### src/rtl/ram_arbiter.sv
// Two-port arbiter in front of a single-port 32-bit word RAM with one-cycle read latency.
// Requester A has default priority. A starved B is promoted, and A can lock B out.
module ram_arbiter #(
  parameter int    UUID         = 0,
  parameter string NAME         = "",
  parameter int    WORD_COUNT   = 4096,
  parameter int    STARVE_LIMIT = 4
) (
  input  logic        clk,
  input  logic        rst,
  input  logic        a_req,
  input  logic        a_we,
  input  logic        a_lock,
  input  logic [11:0] a_addr,
  input  logic [31:0] a_wdata,
  output logic        a_gnt,
  output logic        a_rvalid,
  output logic [31:0] a_rdata,
  input  logic        b_req,
  input  logic        b_we,
  input  logic [11:0] b_addr,
  input  logic [31:0] b_wdata,
  output logic        b_gnt,
  output logic        b_rvalid,
  output logic [31:0] b_rdata,
  output logic        ram_load,
  output logic        ram_save,
  output logic [31:0] ram_address,
  output logic [31:0] ram_in,
  input  logic [31:0] ram_out,
  output logic        locked
);

  localparam logic [3:0] STARVE_MAX = 4'(STARVE_LIMIT);

  if (STARVE_LIMIT < 1 || STARVE_LIMIT > 15 || WORD_COUNT < 1 || WORD_COUNT > 4096) begin : g_bad_params
    $error("ram_arbiter %s (uuid %0d): parameter out of range", NAME, UUID);
  end

  typedef enum logic [1:0] {
    IDLE = 2'd0,
    RD_A = 2'd1,
    RD_B = 2'd2
  } state_t;

  state_t      state_r;
  state_t      state_s;
  logic [3:0]  starve_r;
  logic [3:0]  starve_s;
  logic        locked_r;
  logic        locked_s;
  logic        b_pri_s;
  logic        a_gnt_s;
  logic        b_gnt_s;
  logic [11:0] addr_s;

  // Grant decision: B wins only when promoted by starvation or when A is idle, never while locked.
  always_comb begin
    a_gnt_s = 1'b0;
    b_gnt_s = 1'b0;
    b_pri_s = (starve_r >= STARVE_MAX) && !locked_r;
    if (rst) begin
      a_gnt_s = 1'b0;
      b_gnt_s = 1'b0;
    end else if (b_req && !locked_r && (b_pri_s || !a_req)) begin
      b_gnt_s = 1'b1;
    end else if (a_req) begin
      a_gnt_s = 1'b1;
    end else begin
      a_gnt_s = 1'b0;
    end
  end

  // RAM port mux: the granted requester owns the RAM for this cycle.
  always_comb begin
    ram_load = 1'b0;
    ram_save = 1'b0;
    addr_s   = 12'd0;
    ram_in   = 32'd0;
    if (a_gnt_s) begin
      ram_load = !a_we;
      ram_save = a_we;
      addr_s   = a_addr;
      ram_in   = a_wdata;
    end else if (b_gnt_s) begin
      ram_load = !b_we;
      ram_save = b_we;
      addr_s   = b_addr;
      ram_in   = b_wdata;
    end else begin
      addr_s   = 12'd0;
    end
    ram_address = {20'd0, addr_s};
    a_gnt       = a_gnt_s;
    b_gnt       = b_gnt_s;
  end

  // Next state: outstanding-read tracking, starvation count and lock status.
  always_comb begin
    state_s  = IDLE;
    starve_s = 4'd0;
    locked_s = locked_r;
    if (a_gnt_s && !a_we) begin
      state_s = RD_A;
    end else if (b_gnt_s && !b_we) begin
      state_s = RD_B;
    end else begin
      state_s = IDLE;
    end
    if (b_req && !b_gnt_s) begin
      starve_s = (starve_r >= STARVE_MAX) ? starve_r : starve_r + 4'd1;
    end else begin
      starve_s = 4'd0;
    end
    if (a_gnt_s) begin
      locked_s = a_lock;
    end else begin
      locked_s = locked_r;
    end
  end

  // State registers with synchronous reset.
  always_ff @(posedge clk) begin
    if (rst) begin
      state_r  <= IDLE;
      starve_r <= 4'd0;
      locked_r <= 1'b0;
    end else begin
      state_r  <= state_s;
      starve_r <= starve_s;
      locked_r <= locked_s;
    end
  end

  // Read response steering; a read pending across reset is dropped.
  always_comb begin
    a_rvalid = 1'b0;
    b_rvalid = 1'b0;
    a_rdata  = 32'd0;
    b_rdata  = 32'd0;
    locked   = locked_r;
    case (state_r)
      RD_A: begin
        a_rvalid = !rst;
        a_rdata  = rst ? 32'd0 : ram_out;
      end
      RD_B: begin
        b_rvalid = !rst;
        b_rdata  = rst ? 32'd0 : ram_out;
      end
      default: begin
        a_rvalid = 1'b0;
        b_rvalid = 1'b0;
      end
    endcase
  end

endmodule
### config.mk
export PLATFORM = sky130hd
export DESIGN_NAME = ram_arbiter
export DESIGN_NICKNAME = d
export VERILOG_FILES = /design/src/rtl/ram_arbiter.sv
export SDC_FILE = /design/constraint.sdc
export NUM_CORES = 1
export LEC_CHECK = 0
export ABC_CLOCK_PERIOD_IN_PS = 4700
export BUFFER_PORTS_ARGS = -buffer_cell sky130_fd_sc_hd__clkbuf_2
export CAP_MARGIN = 10
export CORE_AREA = 2 2 103 105
export DETAILED_ROUTE_END_ITERATION = 8
export DIE_AREA = 0 0 105 107
export PLACE_DENSITY = 0.52
export RECOVER_POWER = 25
export SKIP_LAST_GASP = 1
export SLEW_MARGIN = 25
export SYNTH_ARGS = -nofsm -noshare
export SYNTH_HDL_FRONTEND = slang
export SYNTH_SLANG_ARGS = --single-unit
### constraint.sdc
create_clock -name clk -period 4.7 [get_ports clk]
set_clock_uncertainty 0.05 [all_clocks]
set_input_delay 0.94 -clock clk [delete_from_list [all_inputs] [get_ports clk]]
set_output_delay 0.94 -clock clk [all_outputs]
set_load 0.005 [all_outputs]
# == Yosys cells after proc, flatten, opt, wreduce, memory -nomap -nowiden ==
# Index checks and enable logic that the tools add are counted.
# totals
reg_bits,7
latchBits,0
ram_bits,0
romBits,0
in_bits,127
output_inout_bits,135
word_cells,44
mem_count,0
# op_classes
addsub,1
multipliers,0
div,0
magnitude_cmp,1
n_eq_ne,2
shifts,0
muxes,20
n_bitwise,1
reduce_logical,15
# ops
operator,n
$mux 32,5
$mux 12,2
$mux 1,12
$logic_and 1x1->1,6
$logic_not 1->1,6
$add 4x1->4 const B,1
$ge 4x3->1 const B,1
$reduce_or 2->1,2
$eq 2x1->1 const B,1
$eq 2x2->1 const B,1
$mux 2,1
$logic_or 1x1->1,1
$not 1->1,1

# == Logic depth before layout (Yosys ltp) ==
# Gate-level depths: netlist (run 1).
# logic_depth
depth_word,10
depth_mapped,5
depth_no_buf,3

# == Worst setup path after synthesis (run 1) ==
# Ideal clock, no wire load.
# synth_timing
path_type,in2out
from,input port rst
to,output port ram_in[13]
arrival_time_ns,1.783
slack_ns,1.927
stages,4
path_buffers,1
cell_sequence,nand2b_1 > nor3_4 > buf_6 > a22o_1
# synth_between
elab_chain_cells,3
# synth_rtl
item,line,rtl
"start, declared",10,"input logic rst,"
$mux 1,62,if (rst) begin
net b_gnt,23,"output logic b_gnt,"
$mux 32,85,end else if (b_gnt_s) begin
$mux 32,80,if (a_gnt_s) begin
"end, declared",29,"output logic [31:0] ram_in,"
# The timed path passes the listed nets, and every way through them passes these cells.

# == Worst setup path after layout (run 1) ==
# layout_timing
from,input port rst
to,output port a_rdata[12]
# layout_between
elab_chain_cells,2
# layout_rtl
item,line,rtl
$mux 32,145,a_rdata = rst ? 32'd0 : ram_out;
$mux 32,142,case (state_r)
"end, declared",18,"output logic [31:0] a_rdata,"
# No other way between the ends.

==> results of run 1 <==
## worst max path at each step
stage / end / slack, ns / cells past startpoint
after floorplan: ram_in[13] / 1.93 / 4
after global placement: ram_in[17] / 1.47 / 6
after detailed placement: ram_address[5] / 1.43 / 6
after CTS: ram_address[5] / 1.43 / 6
after global routing: a_rdata[12] / 0.99 / 5
final: a_rdata[12] / 1.18 / 5
## per-stage QoR
| step | std cells | setup slack (ns) | area [µm²] | hold slack, ns |
|---|---|---|---|---|
| 2_1_floorplan | 202 | 1.93 | 1480 | 0.398 |
| 3_3_place_gp | 547 | 1.47 | 2630 | 0.425 |
| 3_5_place_dp | 547 | 1.43 | 2630 | 0.440 |
| 4_1_cts | 551 | 1.43 | 2670 | 0.446 |
| 5_1_grt | 551 | 0.991 | 2650 | 0.488 |
| 6_report | 551 | 1.18 | 2650 | 0.451 |
## synthesized netlist by cell type, types with 2 or more instances
master	count
a21oi_1	3
a22o_1	45
and2_1	65
buf_2	3
buf_4	20
buf_6	7
clkbuf_1	6
dfxtp_1	7
inv_1	4
nand4b_1	2
nor2b_1	2
nor3_1	2
nor3b_2	2
o21ai_0	2
## power by group through the flow
| stage | logic, mW | clock network (mW) | registers, mW |
|---|---|---|---|
| 3_5_place_dp | 0.151 | 0 | 0.0650 |
| 3_3_place_gp | 0.149 | 0 | 0.0650 |
| 4_1_cts | 0.151 | 0.0879 | 0.0641 |
| 2_1_floorplan | 0.0717 | 0 | 0.0633 |
| 5_1_grt | 0.164 | 0.0936 | 0.0643 |
| 6_report | 0.148 | 0.0849 | 0.0640 |
## layer usage
metal	share of wire	wire length, µm	track usage	up-vias
met5	0	0	0	-
met4	0.0029	21	0.0114	0
met3	0.10	711	0.0280	4
met2	0.51	3660	0.212	163
met1	0.38	2750	0.133	962
li1	-	-	-	1070
## flip-flops by register name, indices dropped and copies added, names as in the netlist
register and flops:
starve_r 4, locked 1, state_r 2
## layout make-up
cell class / instances / share of cell area
Clock buffer: 4 / 0.0170
Inverter: 4 / 0.00567
Multi-Input combinational cell: 155 / 0.398
Sequential cell: 7 / 0.0530
Tap cell: 136 / 0.0643
Timing Repair Buffer: 245 / 0.462
## logic make-up after synthesis
family / count (synthesis)
AND/OR/NAND/NOR: 80
AO/OA/AOI/OAI: 54
buffers and inverters: 40
flip-flops: 7
adder cells (fa/ha/maj): 1
other: 1
## layout by cell type, fill, tap and decap left out
cell and instances:
nor2_1 1, clkbuf_1 8, a21o_1 1, nor3_1 2, o21ai_0 3, clkbuf_8 3, a22o_1 45, dfxtp_1 7
and2_0 6, a21oi_1 3, inv_1 4, nor3b_2 1, nor3b_1 2, nand4b_1 2, and3_1 1, and2_1 59
nand2_1 1, clkbuf_2 236, conb_1 20, nor4_1 1, nand2b_1 1, nor2b_1 2, buf_4 2, o211a_1 1
nor3_4 1, ha_1 1, o31ai_1 1
==> results_dict.tcl, run 1 <==
set metrics [dict create \
    grtUsageTotal 0.113 \
    multi_input_area_mm2 0.00105 \
    fmax_ghz 0.284 \
    synth_area_mm2 0.00141 \
    synth-simple-area-share 0.370 \
    reg2reg_to "state_r[0]" \
    cp_num_buf_inv 3 \
    firstDrtPassIters 4 \
    die_h_um 107 \
    final_max_slew_viol_count 0 \
    wl_per_cell_um 13.0 \
    finalPower_mw 0.296 \
    p_seq_frac 0.216 \
    fillCellCount 1156 \
    final_net_count 544 \
    hold_buffers 0 \
    diodes 0 \
    antenna_found_initial 0 \
    core_region_area_mm2 0.0101 \
    clk_pin_slew_ns 0.04 \
    grt_pass1_wl_mm 10.3 \
    maxCapViolCount 0 \
    grt_setup_unrepaired "false" \
    synth_top_cell_by_area "and2_1" \
    cts.sinks 7 \
    start_util 0.140 \
    path_class "in -> out" \
    synth_flop_cell "dfxtp_1" \
    clock_path_buffers 2 \
    async_reset_ff_frac 0 \
    fp-row-count 37 \
    required_ns 3.71 \
    syn_inst 183 \
    ys_warn_count 0 \
    combPwrFrac 0.498 \
    overflow 0 \
    postRouteAntennaNets 0 \
    muxShareOfSynthArea 0 \
    ff2ff_path_depth 3 \
    grt_max_degree 49 \
    cellLeakagePower_nw 1.61 \
    insertion_delay_ns 0.23 \
    io_buffers 241 \
    hold_class "reg -> reg" \
    drive_above_1_share 0.586 \
    num_vias 2199 \
    tightest_slew_ns 1.06 \
    r2r_start "locked" \
    critical_path.startpoint_type "input port" \
    crit_slowest_cell "clkbuf_1" \
    period_minus_slack_ns 3.52 \
    io_pins 262 \
    hold_depth 1 \
    synthToLayoutAreaGrowth_pct 87.8 \
    synth_xor_area_frac 0 \
    routabilityCongestion 0.734 \
    htree_num_levels 1 \
    worstPathArrival_ns 2.53 \
    remaining_drc_errors 0 \
    p_sw_frac 0.320 \
    hold_viol_final 0 \
    fin_crit_sh 0.749 \
    synth_top_family_by_area "simple AND/OR/NAND/NOR gates" \
    relSlewSlack 0.293 \
    yosys-top-cells-area "and2_1, a22o_1, buf_4" \
    finalWirelength_mm 7.14 \
    max_stage_delay_ns 0.80 \
    setup_violations 0 \
    register_area_um2 140 \
    synth-compound-area-share 0.319 \
    cp-startpoint "rst" \
    cp-end-kind "output pin" \
    path_cells "clkbuf_1 > nor3b_1 > clkbuf_1 > and2_1 > clkbuf_2" \
    postCtsSetupBuffers 0 \
    critPathMaxFanout 33 \
    crit_family "buffers and inverters" \
    irDropWorstVdd_mv 0.0673 \
    grt_pass1_vias 2032 \
    synth.distinct_cells 27 \
    synth_top_area_frac 0.289 \
    p_clk_frac 0.286 \
    syn_area_per_cell_um2 7.70 \
    synth_edf_count 0 \
    numCtsBuffers 3 \
    synth_fa_ha_area_frac 0.00888 \
    regToRegSetupSlack_ns 3.27 \
    dieArea_mm2 0.0112 \
    tritoncts "yes" \
    switching_power_mw 0.0949 \
    die_w_um 105 \
    dp_hpwl_mm 6.43 \
    utilization 0.262 \
    hold-path-endpoint "starve_r[0]" \
    vias_per_cell 3.99 \
    power_per_cell_area_mw_per_mm2 112 \
    cts_repair_resize_count 0 \
    first_iter_violations 100 \
    setup_tns_ns 0 \
    status "finished, final reports clean" \
    ys_seq_area_frac 0.0995 \
    cpMostUsedCell "clkbuf_1" \
    cts_root_buf "clkbuf_8" \
    p_int_mw 0.201 \
    ys_ff_latch 7 \
    hp-start "starve_r[0]" \
]
Note: power is estimated with default switching activity, not from simulation.
==> inputs of run 2 (changes only) <==
--- a/config.mk
+++ b/config.mk
@@ -5,13 +5,13 @@
 export SDC_FILE = /design/constraint.sdc
 export NUM_CORES = 1
 export LEC_CHECK = 0
-export ABC_CLOCK_PERIOD_IN_PS = 4700
+export ABC_CLOCK_PERIOD_IN_PS = 3350
 export BUFFER_PORTS_ARGS = -buffer_cell sky130_fd_sc_hd__clkbuf_2
 export CAP_MARGIN = 10
-export CORE_AREA = 2 2 103 105
+export CORE_AREA = 2 2 101 103
 export DETAILED_ROUTE_END_ITERATION = 8
-export DIE_AREA = 0 0 105 107
-export PLACE_DENSITY = 0.52
+export DIE_AREA = 0 0 103 105
+export PLACE_DENSITY = 0.53
 export RECOVER_POWER = 25
 export SKIP_LAST_GASP = 1
 export SLEW_MARGIN = 25
==> constraint.sdc (replaced) <==
create_clock -name clk -period 3.35 [get_ports clk]
set_clock_uncertainty 0.05 [all_clocks]
set_input_delay 0.67 -clock clk [delete_from_list [all_inputs] [get_ports clk]]
set_output_delay 0.67 -clock clk [all_outputs]
set_load 0.005 [all_outputs]
==> run 2 against run 1 <==
Die area fell by 3.7%; register-to-register slack got worse by 1.4 ns; total power rose by 39%; cell count fell by 0.54%; critical path depth did not move; utilization rose by 1.3 points; clock power rose by 38%; critical path type unchanged; largest cell class unchanged; highest routed layer unchanged.
==> results_dict.tcl, run 2 (same netlist as run 1, synthesis figures left out) <==
set metrics [dict create \
    fmax_ghz 0.345 \
    required_ns 2.63 \
    postCtsSetupBuffers 0 \
    routabilityCongestion 0.773 \
    final_net_count 544 \
    drive_above_1_share 0.593 \
    cellLeakagePower_nw 1.62 \
    numCtsBuffers 3 \
    top_layer_used "met4" \
    cts_repair_resize_count 0 \
    first_iter_violations 71 \
    hold_buffers 0 \
    final_common_cell "clkbuf_2" \
    io_buffers 241 \
    core_region_area_mm2 0.00964 \
    critical_path.startpoint_type "input port" \
    clk_pin_slew_ns 0.04 \
    wl_per_cell_um 12.3 \
    p_clk_frac 0.284 \
    postRouteAntennaNets 0 \
    p_int_mw 0.283 \
    grt_pass1_vias 1942 \
    switching_power_mw 0.130 \
    grtUsageTotal 0.110 \
    wl_met1_mm 2.50 \
    vias_per_cell 3.95 \
    finalPower_mw 0.412 \
    top_register "starve_r" \
    combPwrFrac 0.497 \
    wl_met2_mm 3.52 \
    start_util 0.146 \
    largest_reg_flops 4 \
    p_sw_frac 0.314 \
    cts_root_buf "clkbuf_8" \
    insertion_delay_ns 0.23 \
    die_h_um 105 \
    final_cell_mix "clkbuf_2, and2_1, a22o_1, conb_1" \
    cp-end-kind "output pin" \
    die_w_um 103 \
    p_seq_frac 0.219 \
    dp_hpwl_mm 6.08 \
    grt_setup_unrepaired "false" \
    final_max_slew_viol_count 0 \
    io_pins 262 \
    diodes 0 \
    remaining_drc_errors 0 \
    setup_violations 0 \
    firstDrtPassIters 4 \
    status "finished, final reports clean" \
    timing.hold.ws_ns 0.457 \
    cts.sinks 7 \
    path_class "in -> out" \
    irDropWorstVdd_mv 0.0834 \
    synthToLayoutAreaGrowth_pct 88.4 \
    period_minus_slack_ns 2.90 \
    num_vias 2165 \
    power_per_cell_area_mw_per_mm2 155 \
    preCtsSetupSlack_ns 0.649 \
    relSlewSlack 0.286 \
    clock_path_buffers 2 \
    dieArea_mm2 0.0108 \
    hold_viol_final 0 \
    tightest_slew_ns 1.07 \
    fillCellCount 1088 \
    htree_num_levels 1 \
    stdcell_area_mm2 0.00265 \
    setup_tns_ns 0 \
    finalWirelength_mm 6.76 \
    fin_crit_sh 0.865 \
    fp-row-count 36 \
    grt_pass1_wl_mm 9.37 \
    grt_max_degree 49 \
    overflow 0 \
    fin_ws_ns 0.454 \
    antenna_found_initial 0 \
    worstPathArrival_ns 2.18 \
    dpl_cell_area_mm2 0.00262 \
    hold_class "reg -> reg" \
    tritoncts "yes" \
    maxCapViolCount 0 \
    wl_met3_um 693 \
    critPathMaxFanout 33 \
]
-- run 2: cell counts in the layout (fill, tap and decap cells not counted) --
No cell type changed its count.
-- run 2: final timing paths --
| kind | depth (start not counted) | slack (ns) | endpoint | startpoint |
|---|---|---|---|---|
| max | 5 | 0.45 | a_rdata[21] | rst |
| min | 1 | 0.46 | starve_r[0] | starve_r[0] |
| max reg2reg | 4 | 1.90 | state_r[0] | starve_r[2] |
| min reg2reg | 1 | 0.46 | starve_r[0] | starve_r[0] |
-- run 2: routing by layer --
layer	vias up	GRT usage
li1	1067	-
met1	934	0.123
met2	159	0.216
met3	5	0.0154
met4	0	0.0169
met5	-	0
-- run 2: per-stage QoR --
step | utilization | instances
3_5_place_dp | 0.272 | 544
4_1_cts | 0.277 | 548
2_1_floorplan | - | 202
3_3_place_gp | 0.272 | 544
6_report | 0.275 | 548
5_1_grt | 0.275 | 548
-- run 2: power groups by stage --
| stage | clock [mW] | sequential (mW) | combinational, mW |
|---|---|---|---|
| final | 0.117 | 0.0901 | 0.205 |
| after global routing | 0.126 | 0.0906 | 0.228 |
| after CTS | 0.119 | 0.0901 | 0.209 |
| after detailed placement | 0 | 0.0913 | 0.208 |
| after global placement | 0 | 0.0911 | 0.206 |
| after floorplan | 0 | 0.0888 | 0.101 |
-- run 2: cell type report --
| type | count | area (µm²) | share of cell area |
|---|---|---|---|
| Sequential cell | 7 | 140 | 0.0528 |
| Tap cell | 133 | 166 | 0.0627 |
| Timing Repair Buffer | 245 | 1220 | 0.461 |
| Multi-Input combinational cell | 155 | 1060 | 0.401 |
| Inverter | 4 | 15.0 | 0.00566 |
| Clock buffer | 4 | 45.0 | 0.0170 |
-- run 2: worst max-delay path, stage by stage --
cell	delay [ns]
clkbuf_1	0.14
nor3b_2	0.19
clkbuf_1	0.80
and2_1	0.24
clkbuf_2	0.11
